### src/rtl/cfg_context_seq.sv
// Per-PE configuration context store and sequencer.
// Loads a program of context words over a valid/ready port, then replays
// it one word per cycle on data_out for a programmed number of passes.
// Outside execution the all-zero NOP context is driven.
module cfg_context_seq #(
   parameter int unsigned WIDTH = 120,
   parameter int unsigned DEPTH = 16,
   parameter int unsigned AW    = 4,
   parameter int unsigned CW    = 16
) (
   input  logic             CLK,
   input  logic             RST_N,
   input  logic             cfg_valid,
   output logic             cfg_ready,
   input  logic [WIDTH:0]   cfg_data,
   input  logic             cfg_last,
   input  logic             start,
   input  logic [CW-1:0]    iter_cnt,
   input  logic             stall,
   input  logic             abort,
   output logic [WIDTH:0]   data_out,
   output logic [AW-1:0]    ctx_idx,
   output logic             busy,
   output logic             done
);

   typedef enum logic [1:0] {
      EMPTY  = 2'd0,
      LOADED = 2'd1,
      RUN    = 2'd2
   } state_t;

   state_t           state, state_n;
   logic [WIDTH:0]   mem [DEPTH];
   logic [AW-1:0]    wr_ptr, wr_ptr_n;
   logic [AW:0]      num_ctx, num_ctx_n;
   logic [CW-1:0]    pass_cnt, pass_cnt_n;
   logic [WIDTH:0]   data_n;
   logic [AW-1:0]    idx_n;
   logic             done_n;
   logic             accept;
   logic             last_slot;
   logic [AW-1:0]    idx_inc;

   assign cfg_ready = (state == EMPTY);
   assign busy      = (state == RUN);
   // abort in EMPTY wins over a word offered in the same cycle
   assign accept    = cfg_valid && cfg_ready && !abort;
   assign last_slot = ({1'b0, ctx_idx} == (num_ctx - (AW+1)'(1)));
   assign idx_inc   = ctx_idx + AW'(1);

   // Context storage; deliberately not cleared by reset.
   always_ff @(posedge CLK) begin
      if (accept) begin
         mem[wr_ptr] <= cfg_data;
      end
   end

   // State, pointers, pass counter and registered outputs.
   always_ff @(posedge CLK) begin
      if (!RST_N) begin
         state    <= EMPTY;
         wr_ptr   <= '0;
         num_ctx  <= '0;
         pass_cnt <= '0;
         data_out <= '0;
         ctx_idx  <= '0;
         done     <= 1'b0;
      end else begin
         state    <= state_n;
         wr_ptr   <= wr_ptr_n;
         num_ctx  <= num_ctx_n;
         pass_cnt <= pass_cnt_n;
         data_out <= data_n;
         ctx_idx  <= idx_n;
         done     <= done_n;
      end
   end

   // Next-state and next-output decode.
   always_comb begin
      state_n    = state;
      wr_ptr_n   = wr_ptr;
      num_ctx_n  = num_ctx;
      pass_cnt_n = pass_cnt;
      data_n     = data_out;
      idx_n      = ctx_idx;
      done_n     = 1'b0;

      unique case (state)
         EMPTY: begin
            if (abort) begin
               wr_ptr_n = '0;
            end else if (accept) begin
               if (cfg_last || (wr_ptr == AW'(DEPTH - 1))) begin
                  num_ctx_n = {1'b0, wr_ptr} + (AW+1)'(1);
                  wr_ptr_n  = '0;
                  state_n   = LOADED;
               end else begin
                  wr_ptr_n = wr_ptr + AW'(1);
               end
            end
         end

         LOADED: begin
            if (abort) begin
               num_ctx_n = '0;
               wr_ptr_n  = '0;
               state_n   = EMPTY;
            end else if (start) begin
               pass_cnt_n = iter_cnt;
               data_n     = mem[0];
               idx_n      = '0;
               state_n    = RUN;
            end
         end

         RUN: begin
            if (abort) begin
               data_n  = '0;
               idx_n   = '0;
               state_n = LOADED;
            end else if (stall) begin
               // hold context, index and pass counter
            end else if (last_slot) begin
               if (pass_cnt == CW'(1)) begin
                  data_n  = '0;
                  idx_n   = '0;
                  done_n  = 1'b1;
                  state_n = LOADED;
               end else begin
                  // pass count 0 means run until abort
                  data_n = mem[0];
                  idx_n  = '0;
                  if (pass_cnt != '0) begin
                     pass_cnt_n = pass_cnt - CW'(1);
                  end
               end
            end else begin
               data_n = mem[idx_inc];
               idx_n  = idx_inc;
            end
         end

         default: begin
            state_n = EMPTY;
         end
      endcase
   end

endmodule

### config.mk
export PLATFORM = sky130hd
export DESIGN_NAME = cfg_context_seq
export DESIGN_NICKNAME = d
export VERILOG_FILES = /design/src/rtl/cfg_context_seq.sv
export SDC_FILE = /design/constraint.sdc
export NUM_CORES = 2
export LEC_CHECK = 0
export CAP_MARGIN = 30
export CORE_MARGIN = 1
export CORE_UTILIZATION = 35
export CTS_CLUSTER_SIZE = 28
export DETAILED_ROUTE_END_ITERATION = 8
export MAX_ROUTING_LAYER = met4
export SYNTH_ARGS = -nofsm -noshare
export SYNTH_HDL_FRONTEND = slang
export SYNTH_SLANG_ARGS = --single-unit
### constraint.sdc
create_clock -name CLK -period 17.4 [get_ports CLK]
set_input_delay 2.61 -clock CLK [delete_from_list [all_inputs] [get_ports CLK]]
set_output_delay 2.61 -clock CLK [all_outputs]
set_load 0.02 [all_outputs]
==> results.json <==
{
  "hold_start": "pass_cnt[7]$_SDFFE_PN0P_",
  "syn_avg_cell_area_um2": 20.2,
  "first_iter_violations": 3832,
  "setup_viol": 0,
  "postCtsSetupBuffers": 0,
  "place_ws_ns": 10.37,
  "synth_largest_area_cell": "edfxtp_1",
  "grt_usage": 0.184,
  "setup_ws_ns": 11.29,
  "ioPinCount": 272,
  "ys_top_cells_by_area": "edfxtp_1, mux4_2, dfxtp_1, nand2_1, nand3_1",
  "synth_edf_count": 1936,
  "cts_tree": "done",
  "cellLeakagePower_nw": 27.9,
  "ctsResizeCount": 0,
  "start_util": 0.352,
  "worst_pin_slew_ns": 1.14,
  "antenna_left": 0,
  "crit_path_max_fanout": 47,
  "hpwl_um": 110000,
  "async_flop_share": 0,
  "core_um2": 227000,
  "crit_buf_inv": 4,
  "yosys-top-cells-count": "edfxtp_1, mux4_2, nand2_1",
  "yosysSeqAreaShare": 0.765,
  "post-route-util": 0.409,
  "cts.clk_slew.worst_paths_ns": 0.06,
  "multiInputGateArea_um2": 17900,
  "num_rows": 175,
  "via_per_inst": 5.40,
  "intPower_mw": 8.19,
  "slew_headroom": 0.242,
  "ir_drop_v": 0.000101,
  "overflow": 0,
  "p_switching_mw": 2.32,
  "vias": 40400,
  "drtPass1Iterations": 6,
  "final.period_utilization": 0.351,
  "htreeDepth": 4,
  "cp-end-kind": "register",
  "max_cap_violations": 0,
  "wire_per_inst_um": 27.6,
  "drive_above_1_share": 0.213,
  "synth_cells": 3958,
  "synth_nets": 4111,
  "yosys_most_used_dff": "edfxtp_1",
  "crit_start": "abort",
  "slew_viol_final": 0,
  "seq_power_share": 0.537,
  "powerDensity_nw_per_um2": 113,
  "drcViolationCount": 0,
  "yosysWarningCount": 0,
  "min_period_ns": 6.11,
  "seq_area_um2": 61200,
  "port_buffers": 271,
  "swShare": 0.221,
  "status": "complete, no violations",
  "antenna_found_initial": 50,
  "cp_data_required_time_ns": 17.83,
  "finClkSkew_ns": 0.0343,
  "finalHoldViolations": 0,
  "hold_path.class": "reg2reg",
  "cp.arrival_ns": 6.54,
  "cp_cell_sequence": "clkdlybuf4s50_1, nand2b_1, nor3_1, nand2_1, nor2_4, buf_4, buf_4, buf_4",
  "drt-total-wl_um": 207000,
  "rr_startpoint": "ctx_idx[0]$_SDFFE_PN0P_",
  "numCtsBuffers": 201,
  "ys_ff_latch": 2089,
  "cp_common_cell": "buf_4",
  "grt_pass1_vias": 41500,
  "critPathTopFamily": "buffers and inverters",
  "die-area_um2": 230000,
  "rsz0062_at_grt": "false",
  "cts_root_buf": "clkbuf_16",
  "grt_max_degree": 145,
  "max_stage_delay_ns": 0.85,
  "gp_congestion": 0.742,
  "crit_slowest_cell": "buf_4",
  "fillers": 20000,
  "comb_power_share": 0.051,
  "netlist.area_leader.share": 0.727,
  "max_freq_mhz": 164,
  "layout.nets": 4415,
  "clock_path_buffers": 3,
  "synth_cell_types": 62,
  "r2r_slack_ns": 12.67,
  "clk_latency_ns": 0.83,
  "synth_area_um2": 80000,
  "setup_tns_ns": 0,
  "pwr-share-clk": 0.413,
  "worst-setup-path-type": "in2reg",
  "numClockSinks": 2089,
  "die_h_um": 480,
  "grt_pass1_wl_um": 299000,
  "fp.dieW_um": 480,
  "start_kind": "input port",
  "yosysMostFrequentCell": "edfxtp_1",
  "cts_hold_buffers": 0,
  "syn_to_final_growth_pct": 16.4
}
placed cells by master, fill, tap and decap left out, types with 4 or more instances in the layout:
cell type        Yosys  layout
clkinv_4             0       6
clkbuf_8             0      23
nor2_1             106      93
clkinv_1             0      31
o21ai_2              5       4
nand2_1            314     312
a32oi_1             71      71
nor3_2               0       4
o211ai_1             5       5
edfxtp_1          1936    1936
nor3_1              69      65
nand3_1            148     148
a21oi_1             78      78
dfxtp_1            153     152
xor2_1               5       4
nand2b_1            10       9
mux4_2             536     536
a31oi_1              5       5
nor2_4               0      13
a211oi_1            53      53
buf_12               0      17
clkbuf_16            0     203
buf_4                4      59
clkdlybuf4s50_1      0     270
inv_1               10      10
nor4_1               7       7
o21ai_0            132     132
bufinv_16            0      13
ha_1                 9       8
clkbuf_1           144      61
diode_2              0      31
clkinv_2             0      29
and3_1               4       4
clkinv_8             0       5
sequential cells by signal (all words and copies together) (netlist names):
| name | cells |
|---|---|
| num_ctx | 5 |
| state | 2 |
| wr_ptr | 4 |
| mem | 1936 |
| ctx_idx | 4 |
| data_out | 121 |
| done | 1 |
| pass_cnt | 16 |
cells by family (layout without fill, tap and decap cells):
family | count (synthesis) | count (layout) | synth area share
buf+inv | 257 | 739 | 0.0134
mux | 539 | 539 | 0.151
fa+ha+maj | 9 | 9 | 0.00141
flops | 2089 | 2089 | 0.765
simple gates | 675 | 675 | 0.0367
xor+xnor | 10 | 10 | 0.00119
compound gates | 379 | 379 | 0.0307
other cells | 0 | 31 | 0
layer usage:
layer	wire (µm)	global-route usage	vias up
met5	0	-	-
met4	4540	0.0495	0
met3	13900	0.0371	277
met2	101000	0.290	1444
met1	87800	0.243	21600
li1	-	-	17000
stage by stage:
stage | cell area [µm²] | hold WS (ns) | total power, mW | instances
floorplan | 80000 | 0.439 | 5.95 | 3958
global placement | 86300 | 0.447 | 6.27 | 7063
detailed placement | 86400 | 0.454 | 6.28 | 7068
CTS | 93000 | 0.463 | 10.6 | 7449
global route | 93000 | 0.480 | 10.8 | 7474
finish | 93100 | 0.465 | 10.5 | 7480
power by group through the flow:
stage                     Combinational [mW]  Clock [mW]  Sequential, mW
after detailed placement               0.532           0            5.75
after global routing                   0.567        4.61            5.65
after CTS                              0.534        4.42            5.64
after floorplan                        0.192           0            5.76
after global placement                 0.523           0            5.75
final                                  0.532        4.34            5.64
cell type report:
type | instances | share of cell area
timing repair buffer | 347 | 0.0378
inverter | 11 | 0.000444
multi-input combinational | 1612 | 0.192
clock buffer | 287 | 0.0605
clock inverter | 94 | 0.00994
antenna | 31 | 0.000834
tap | 3009 | 0.0405
sequential | 2089 | 0.658
worst reg2reg max path, stage by stage, from the launching register on:
cell and delay, ns:
dfxtp_4 0.84, ha_4 0.77, buf_12 0.64, buf_4 0.96
mux4_2 0.66, mux4_2 0.47, a211oi_1 0.19, nor3_1 0.08
path summary, 6_finish.rpt:
kind,cells past startpoint,endpoint
setup / recovery,8,mem[8][67]$_DFFE_PP_
hold / removal,2,pass_cnt[7]$_SDFFE_PN0P_
setup reg to reg,7,data_out[8]$_SDFFE_PN0P_
hold reg to reg,2,pass_cnt[7]$_SDFFE_PN0P_
Note: power is estimated with default switching activity, not from simulation.
